File: src/rtl/instr_encoder.sv
// instr_encoder: packs RV32I fields and a 32-bit immediate into an instruction word,
// flags out-of-range or misaligned immediates and tags each word with its byte address.
module instr_encoder #(
    parameter int                ADDR_W    = 32,
    parameter logic [ADDR_W-1:0] BASE_ADDR = '0,
    parameter int                ERR_CNT_W = 8
) (
    input  logic                 clk,
    input  logic                 rst,
    input  logic                 addr_load,
    input  logic [ADDR_W-1:0]    addr_load_val,
    input  logic                 in_valid,
    output logic                 in_ready,
    input  logic [2:0]           in_fmt,
    input  logic [6:0]           in_opcode,
    input  logic [4:0]           in_rd,
    input  logic [2:0]           in_funct3,
    input  logic [4:0]           in_rs1,
    input  logic [4:0]           in_rs2,
    input  logic [6:0]           in_funct7,
    input  logic [31:0]          in_imm,
    output logic                 out_valid,
    input  logic                 out_ready,
    output logic [31:0]          out_instr,
    output logic [ADDR_W-1:0]    out_addr,
    output logic                 out_err,
    output logic                 err_sticky,
    output logic [ERR_CNT_W-1:0] err_count
);
    logic [31:0]       enc;
    logic              enc_err;
    logic              fits12, fits13, fits21, accept;
    logic [ADDR_W-1:0] next_addr, load_addr, word_addr;

    // A signed value fits in N bits when every bit above N-2 equals the sign bit.
    assign fits12 = &in_imm[31:11] | ~|in_imm[31:11];
    assign fits13 = &in_imm[31:12] | ~|in_imm[31:12];
    assign fits21 = &in_imm[31:20] | ~|in_imm[31:20];

    always_comb begin
        enc     = 32'h0000_0013;
        enc_err = 1'b1;
        case (in_fmt)
            3'd0: begin
                enc     = {in_funct7, in_rs2, in_rs1, in_funct3, in_rd, in_opcode};
                enc_err = 1'b0;
            end
            3'd1: begin
                enc     = {in_imm[11:0], in_rs1, in_funct3, in_rd, in_opcode};
                enc_err = !fits12;
            end
            3'd2: begin
                enc     = {in_imm[11:5], in_rs2, in_rs1, in_funct3, in_imm[4:0], in_opcode};
                enc_err = !fits12;
            end
            3'd3: begin
                enc     = {in_imm[12], in_imm[10:5], in_rs2, in_rs1, in_funct3, in_imm[4:1], in_imm[11], in_opcode};
                enc_err = !fits13 | in_imm[0];
            end
            3'd4: begin
                enc     = {in_imm[31:12], in_rd, in_opcode};
                enc_err = |in_imm[11:0];
            end
            3'd5: begin
                enc     = {in_imm[20], in_imm[10:1], in_imm[11], in_imm[19:12], in_rd, in_opcode};
                enc_err = !fits21 | in_imm[0];
            end
            default: ;
        endcase
    end

    assign in_ready  = !out_valid | out_ready;
    assign accept    = in_valid & in_ready;
    assign load_addr = {addr_load_val[ADDR_W-1:2], 2'b00};
    assign word_addr = addr_load ? load_addr : next_addr;

    always_ff @(posedge clk) begin
        if (rst) begin
            out_valid  <= 1'b0;
            out_instr  <= '0;
            out_err    <= 1'b0;
            out_addr   <= BASE_ADDR;
            next_addr  <= BASE_ADDR;
            err_sticky <= 1'b0;
            err_count  <= '0;
        end else begin
            // Errors are counted when the flagged word leaves, not when it enters.
            if (out_valid & out_ready & out_err) begin
                err_sticky <= 1'b1;
                if (~&err_count)
                    err_count <= err_count + ERR_CNT_W'(1);
            end
            if (accept) begin
                out_valid <= 1'b1;
                out_instr <= enc;
                out_err   <= enc_err;
                out_addr  <= word_addr;
                next_addr <= word_addr + ADDR_W'(4);
            end else begin
                if (out_ready)
                    out_valid <= 1'b0;
                if (addr_load)
                    next_addr <= load_addr;
            end
        end
    end
endmodule

File: config.mk
export PLATFORM = sky130hd
export DESIGN_NAME = instr_encoder
export DESIGN_NICKNAME = d
export VERILOG_FILES = /design/src/rtl/instr_encoder.sv
export SDC_FILE = /design/constraint.sdc
export NUM_CORES = 1
export LEC_CHECK = 0
export ABC_AREA = 1
export ABC_CLOCK_PERIOD_IN_PS = 5000
export BUFFER_PORTS_ARGS = -buffer_cell sky130_fd_sc_hd__buf_2
export CAP_MARGIN = 10
export CORE_UTILIZATION = 42
export DETAILED_ROUTE_END_ITERATION = 10
export PLACE_DENSITY_LB_ADDON = 0.08
export SYNTH_ARGS = -nofsm -noshare
export SYNTH_HDL_FRONTEND = slang
export SYNTH_SLANG_ARGS = --single-unit
File: constraint.sdc
create_clock -name clk -period 5 [get_ports clk]
set_input_delay 0.75 -clock clk [delete_from_list [all_inputs] [get_ports clk]]
set_output_delay 0.75 -clock clk [all_outputs]
set_load 0.03 [all_outputs]
# Yosys cells after proc, flatten, opt, wreduce, memory -nomap -nowiden
# Index checks and enable logic that the tools add are counted.
# totals
reg_bits,107
output_inout_bits,76
word_cells,49
# classes
n_addsub,2
eq_ne,5
muxes,6
bitwise_logic,10
reduce_logical,19
# ops
cell,count
$pmux W32 S6,1
$mux W32,2
$add A32 B3 Y32 const B,1
$reduce_or A12 Y1,2
$reduce_and A21 Y1,1
$reduce_or A21 Y1,1
$reduce_and A20 Y1,1
$reduce_or A20 Y1,1
$reduce_and A12 Y1,1
$add A8 B1 Y8 const B,1
$reduce_and A8 Y1,1
$logic_not A1 Y1,7
$eq A3 B2 Y1 const B,2
$eq A3 B3 Y1 const B,2
$or A1 B1 Y1,6
$pmux W1 S5,1
$and A1 B1 Y1,3
$eq A3 B1 Y1 const B,1
$logic_not A3 Y1,1
$mux W1,2
$reduce_and A2 Y1,1
$reduce_bool A2 Y1,1
$reduce_or A2 Y1,1
$not A1 Y1,1

# Longest topological paths before layout
# Gate-level depths: netlist of run 1.
# depth
word_depth,6
depth_mapped,14
ltp_nobuf,13

# Worst setup path after synthesis of run 1
# OpenSTA, ideal clock, no wires.
# synth_path
path_kind,input to register
startpoint,input addr_load
endpoint,register next_addr[18]
t_arrival_ns,2.137
slack_ns,2.750
cell_stages,13
n_path_buf,2
cell_sequence,buf_6 > buf_6 > nand2_2 > o21ai_2 > inv_1 > ha_1 > inv_1 > nor2_1 > nand3_2 > nor2_4 > nand2_1 > nor2_1 > nor2_1
# synth_between
elab_chain_cells,3
# synth_lines
element,line_no,rtl
start: declaration,10,"input logic addr_load,"
$mux W32,--,
named net word_addr[2],33,"logic [ADDR_W-1:0] next_addr, load_addr, word_addr;"
$add A32 B3 Y32,98,next_addr <= word_addr + ADDR_W'(4);
$mux W32,93,if (accept) begin
end signal: assignment,98,
end signal: assignment,103,next_addr <= load_addr;
end: declaration,33,
# The timed path passes the listed nets, and every way through them passes these cells.
# A chain may end at the register's enable or synchronous reset.

# Final worst setup path of run 1
# Same ends and word-level chain as after synthesis.

==> flow_summary.json, run 1 <==
{
  "netlist_area_sq_um": 5674,
  "rows": 42,
  "final_layout_size_suffix_gt1_share_pct": 24.39,
  "fin_crit_ns": 2.523,
  "fmax_ghz": 0.3964,
  "grt_max_degree": 54,
  "slowest_delay_ns": 0.31,
  "cp.arrival_ns": 2.82,
  "seq_power_share_pct": 44.2,
  "final_cell_mix": "nand2_1 (228), buf_2 (177), nor2_1 (115)",
  "switchingPower_mw": 0.6478,
  "die_area_sq_um": 13980,
  "antenna_found_initial": 3,
  "post_cts_resized": 0,
  "ctsRootBufferMaster": "clkbuf_16",
  "p_int_mw": 1.448,
  "finalMaxSlewViolations": 0,
  "end_kind": "flop",
  "swShare_pct": 30.92,
  "critPathKind": "primary input to flop",
  "grt_pass1_vias": 5496,
  "clk_path_buf_depth": 2,
  "fp.dieW_um": 118.2,
  "seq_area_sq_um": 2142,
  "synth.avg_cell_area_sq_um": 6.560,
  "hold_path.class": "flop to flop",
  "worst_pin_slew_ns": 0.7598,
  "ys_seq_elements": 107,
  "dr_total_vias": 5832,
  "path_delay_family": "simple AND/OR/NAND/NOR gates",
  "place_ws_ns": 2.115,
  "ys_seq_area_share_pct": 37.75,
  "power.density_nw_per_um2": 301.5,
  "clock_sinks": 107,
  "fillCellCount": 1420,
  "io_pins": 180,
  "hold_violations": 0,
  "die_y_um": 118.2,
  "ys_types": 38,
  "power_frac_clock_pct": 36.0,
  "multiInputGateArea_sq_um": 2905,
  "drv_cap": 0,
  "hpwl_um": 12020,
  "layout_commonest_cell": "nand2_1",
  "first_pass_iters": 7,
  "final_nets": 1130,
  "clkSlewWorstSetupHoldPaths_ns": 0.07,
  "post-route-period-util_pct": 50.46,
  "path_common_cell": "nand2_1",
  "overflow": 0,
  "rsz0062_at_grt": "false",
  "post_cts_buffers": 0,
  "syn_nets": 971,
  "routed_wirelength_um": 16190,
  "core_area_sq_um": 13190,
  "htreeDepth": 3,
  "max-slew-margin-rel_pct": 49.27,
  "path_max_fanout": 32,
  "ant_nets": 0,
  "cts_tree": "done",
  "slowest_stage": "nor2_1",
  "p_total_mw": 2.095,
  "fin_setup_tns_ns": 0,
  "hold_ws_ns": 0.4496,
  "fin_worst_skew_ns": 0.01264,
  "setup_viol": 0,
  "area_growth_pct": 22.47,
  "status": "complete, no violations",
  "grt_pass1_wl_um": 26730,
  "critical_path.cell_chain": "buf_2, buf_4, inv_8, nand2_1, nand2_2, ha_1, inv_1, nor2_1, nand3_2, nor2_4, nand2_1, nand2_1, nand2_1, nor2_1",
  "grt_usage_pct": 23.94,
  "power_frac_comb_pct": 19.8,
  "wl_per_cell_um": 13.40,
  "synth-warning-count": 0,
  "initial_utilization_pct": 43.02,
  "vias_per_cell": 4.828,
  "cp-start-kind": "primary input",
  "clock_latency_ns": 0.35,
  "cts_buffers": 9,
  "vdd_drop_max_v": 0.0001731,
  "drc": 0,
  "first_iter_violations": 255,
  "port_buffers": 177,
  "p_leak_nw": 3.375,
  "cp.required_ns": 5.29,
  "path_buf_inv": 4,
  "cts_hold_buf": 0,
  "setup_ws_ns": 2.477,
  "synth_cells": 865,
  "globalplace.congestion": 0.8930
}
-- final cells by class --
cell class / count / area share (%)
Multi-Input combinational cell: 610 / 41.81
Sequential cell: 107 / 30.82
Clock buffer: 10 / 3.439
Timing Repair Buffer: 182 / 13.29
Clock inverter: 6 / 1.098
Inverter: 114 / 6.266
Antenna cell: 3 / 0.1080
Tap cell: 176 / 3.169
-- cells in the mapped netlist --
| library cell | count | area (sq um) |
|---|---|---|
| ha_1 | 2 | 25.02 |
| o21ai_2 | 3 | 26.28 |
| nor3_2 | 1 | 10.01 |
| buf_1 | 6 | 22.52 |
| clkinv_1 | 2 | 7.510 |
| a211oi_1 | 13 | 97.59 |
| or2_0 | 1 | 6.260 |
| nand2_2 | 24 | 150.1 |
| nor2_1 | 115 | 431.7 |
| o21ai_0 | 40 | 200.2 |
| a21oi_1 | 73 | 365.4 |
| o21ai_1 | 4 | 20.02 |
| o221a_2 | 3 | 33.78 |
| inv_8 | 1 | 11.26 |
| buf_12 | 1 | 20.02 |
| nand2_1 | 229 | 859.6 |
| buf_2 | 4 | 20.02 |
| nor4_1 | 1 | 6.260 |
| o211ai_1 | 6 | 45.04 |
| o21ai_4 | 2 | 32.53 |
| o31a_1 | 2 | 17.52 |
| nor2_2 | 7 | 43.79 |
| nand3_1 | 34 | 170.2 |
| dfxtp_1 | 107 | 2142 |
| nand4_1 | 16 | 100.1 |
| o221ai_1 | 5 | 43.79 |
| o21a_1 | 8 | 60.06 |
| inv_1 | 108 | 405.4 |
| a22oi_1 | 6 | 45.04 |
| nand3_2 | 1 | 10.01 |
| buf_6 | 6 | 67.56 |
| o22ai_1 | 1 | 6.260 |
| nor3_1 | 6 | 30.03 |
| clkbuf_1 | 17 | 63.81 |
| or2_2 | 2 | 12.51 |
| o2111ai_1 | 1 | 8.760 |
| inv_2 | 3 | 11.26 |
| nor2_4 | 4 | 45.04 |
-- power groups by stage --
stage	clock, mW	combinational, mW	sequential (mW)
final	0.754	0.415	0.927
after CTS	0.772	0.418	0.927
after detailed placement	0	0.416	0.947
after global routing	0.805	0.461	0.934
after global placement	0	0.416	0.946
after floorplan	0	0.209	1.02
-- worst register-to-register path: cells and delay by family, from the launching register on --
kind | cells | cell delay (ns)
buffers and inverters | 2 | 1.05
flip-flops | 1 | 0.32
AND/OR/NAND/NOR | 5 | 0.62
-- sequential cells by signal, summed over array words and instances (netlist names) --
signal	count
out_valid	1
out_err	1
out_addr	32
err_sticky	1
err_count	8
next_addr	32
out_instr	32
-- kinds of logic after synthesis --
logic type                 Yosys count  share of synthesized area, %
AOI/OAI and AO/OA                  167                         17.66
adders and majority gates            2                        0.4409
buffers and inverters              148                         11.09
and+or+nand+nor                    441                         33.05
DFF                                107                         37.75
-- per-stage QoR --
step,utilization [%],instances,instance area [sq um]
2_1_floorplan,-,865,5674
3_3_place_gp,50.24,1189,6626
3_5_place_dp,50.24,1189,6626
4_1_cts,52.63,1205,6942
5_1_grt,52.68,1208,6949
6_report,52.68,1208,6949
-- routing by layer --
metal / share of wire, % / GRT usage, % / routed length (um)
met5: 0 / 0 / 0
met4: 2.0 / 8.894 / 319
met3: 5.7 / 5.405 / 915
met2: 47 / 40.59 / 7664
met1: 45 / 29.48 / 7286
-- final timing paths --
path | from | endpoint | slack, ns | cells past startpoint
setup / recovery | addr_load | next_addr[18] | 2.48 | 14
hold / removal | next_addr[0] | next_addr[0] | 0.45 | 2
setup reg to reg | out_valid | next_addr[16] | 2.88 | 7
hold reg to reg | next_addr[0] | next_addr[0] | 0.45 | 2
No activity file was read; power rests on OpenSTA's default activity.
==> run 2, diff against run 1 <==
--- a/config.mk
+++ b/config.mk
@@ -6,7 +6,7 @@
 export NUM_CORES = 1
 export LEC_CHECK = 0
 export ABC_AREA = 1
-export ABC_CLOCK_PERIOD_IN_PS = 5000
+export ABC_CLOCK_PERIOD_IN_PS = 2100
 export BUFFER_PORTS_ARGS = -buffer_cell sky130_fd_sc_hd__buf_2
 export CAP_MARGIN = 10
 export CORE_UTILIZATION = 42
==> constraint.sdc (replaced) <==
create_clock -name clk -period 2.1 [get_ports clk]
set_input_delay 0.315 -clock clk [delete_from_list [all_inputs] [get_ports clk]]
set_output_delay 0.315 -clock clk [all_outputs]
set_load 0.03 [all_outputs]
==> flow_summary.json, run 2 (same netlist as run 1, synthesis figures left out) <==
{
  "status": "complete, no violations",
  "initial_utilization_pct": 43.02,
  "routed_wirelength_um": 16390,
  "wl_per_cell_um": 13.34,
  "post_cts_buffers": 0,
  "grt_pass1_wl_um": 27100,
  "stdcell_area_sq_um": 7102,
  "seq_area_sq_um": 2142,
  "overflow": 0,
  "post-route-period-util_pct": 86.52,
  "final_nets": 1153,
  "cts_buffers": 9,
  "cp.arrival_ns": 2.10,
  "reg2reg_depth": 8,
  "largest_registers": "next_addr: 32 flops, out_addr: 32 flops, out_instr: 32 flops",
  "r2r-end": "err_count[4]",
  "place_ws_ns": 0.03335,
  "max-slew-margin-rel_pct": 57.94,
  "fin_crit_ns": 1.817,
  "multiInputGateArea_sq_um": 2905,
  "slowest_stage": "a21oi_1",
  "path_max_fanout": 9,
  "final_layout_size_suffix_gt1_share_pct": 25.78,
  "worstHoldStart": "in_opcode[2]",
  "fin_worst_skew_ns": 0.005676,
  "hold_violations": 0,
  "p_leak_nw": 3.478,
  "die_area_sq_um": 13980,
  "rows": 42,
  "grt_usage_pct": 24.28,
  "vias_per_cell": 4.816,
  "cts_hold_buf": 0,
  "cp-start-kind": "flop",
  "dr_total_vias": 5919,
  "drv_cap": 0,
  "core_area_sq_um": 13190,
  "die_y_um": 118.2,
  "rsz0062_at_grt": "false",
  "first_iter_violations": 268,
  "slowest_delay_ns": 0.48,
  "path_delay_family": "compound AO/OA/AOI/OAI gates",
  "ctsRootBufferMaster": "clkbuf_16",
  "clock_latency_ns": 0.35,
  "whs_path_depth": 3,
  "placed_area_sq_um": 6812,
  "post_cts_resized": 0,
  "fillCellCount": 1405,
  "vdd_drop_max_v": 0.0004360,
  "end_kind": "flop",
  "fin_setup_tns_ns": 0,
  "power.density_nw_per_um2": 690.5,
  "htreeDepth": 3,
  "drc": 0,
  "antenna_found_initial": 2,
  "hold_end": "out_instr[2]",
  "io_pins": 180,
  "fmax_ghz": 0.5504,
  "clkSlewWorstSetupHoldPaths_ns": 0.07,
  "setup_ws_ns": 0.2831,
  "fp.dieW_um": 118.2,
  "area_growth_pct": 25.16,
  "hold_path.class": "primary input to flop",
  "clk_path_buf_depth": 2,
  "port_buffers": 177,
  "globalplace.congestion": 0.9062,
  "finalMaxSlewViolations": 0,
  "ff2ff_setup_slack_ns": 0.28,
  "crit-reg2reg-launch": "err_count[0]",
  "hpwl_um": 12520,
  "clock_sinks": 107,
  "worst_pin_slew_ns": 0.6309,
  "setup_viol": 0,
  "grt_pass1_vias": 5643,
  "critical_path.cell_chain": "ha_1, nand3_1, nor2_1, a21oi_1, nand3_1, nor2_1, o21ai_0, a21oi_1",
  "final_cell_mix": "nand2_1 (228), buf_2 (177), nor2_1 (115)",
  "first_pass_iters": 5,
  "critPathKind": "flop to flop",
  "cp.required_ns": 2.38,
  "path_buf_inv": 0,
  "layout_commonest_cell": "nand2_1",
  "cts_tree": "done",
  "grt_max_degree": 54,
  "final_cells": 1229,
  "ant_nets": 0,
  "dp_cells": 1212
}
run 2: changes by cell type in the layout (fill, tap and decap cells not counted):
cell,previous run,this run
clkinv_4,1,2
clkinv_2,0,1
inv_6,3,0
inv_8,2,1
clkbuf_8,1,0
buf_4,5,27
buf_12,0,1
diode_2,3,2
clkbuf_1,0,2
run 2: how the worst max path moves through the flow:
stage	start	end	slack, ns	cells past startpoint
after floorplan	out_valid	out_instr[14]	0.17	8
after global placement	addr_load	next_addr[31]	0.06	12
after detailed placement	addr_load	next_addr[25]	0.03	11
after CTS	err_count[0]	err_count[4]	0.30	8
after global routing	err_count[0]	err_count[4]	0.05	8
final	err_count[0]	err_count[4]	0.28	8
run 2: area by class of cell:
type / instances / share of cell area (%)
repair buffers: 205 / 15.61
clock inverters: 4 / 0.7400
well taps: 176 / 3.101
diodes: 2 / 0.07047
clock buffers: 11 / 3.277
flip-flops and latches: 107 / 30.16
inverters: 114 / 6.131
multi-input cells: 610 / 40.91
run 2: metal layers:
| metal | vias to the layer above | wire (um) | track usage, % | share of wire, % |
|---|---|---|---|---|
| li1 | 3149 | - | - | - |
| met1 | 2599 | 7214 | 29.79 | 44 |
| met2 | 151 | 7907 | 41.69 | 48 |
| met3 | 20 | 1003 | 5.936 | 6.1 |
| met4 | 0 | 264 | 7.372 | 1.6 |
| met5 | - | 0 | 0 | 0 |
run 2: worst register-to-register path: stages, from the launching register on:
cell     delay, ns
dfxtp_1       0.34
ha_1          0.24
nand3_1       0.09
nor2_1        0.06
a21oi_1       0.48
nand3_1       0.19
nor2_1        0.16
o21ai_0       0.09
a21oi_1       0.11
run 2: metrics by stage:
step | utilization, % | power (mW) | hold WS (ns)
3_3_place_gp | 51.64 | 3.277 | 0.4356
2_1_floorplan | - | 2.926 | 0.4249
5_1_grt | 53.84 | 5.156 | 0.2052
6_report | 53.84 | 4.904 | 0.2043
4_1_cts | 53.80 | 4.971 | 0.1927
3_5_place_dp | 51.64 | 3.279 | 0.4426
run 2: power by group:
| group | internal (mW) | switching, mW |
|---|---|---|
| clock network | 0.922 | 0.752 |
| registers | 2.16 | 0.0533 |
| logic | 0.340 | 0.681 |
| total | 3.42 | 1.49 |
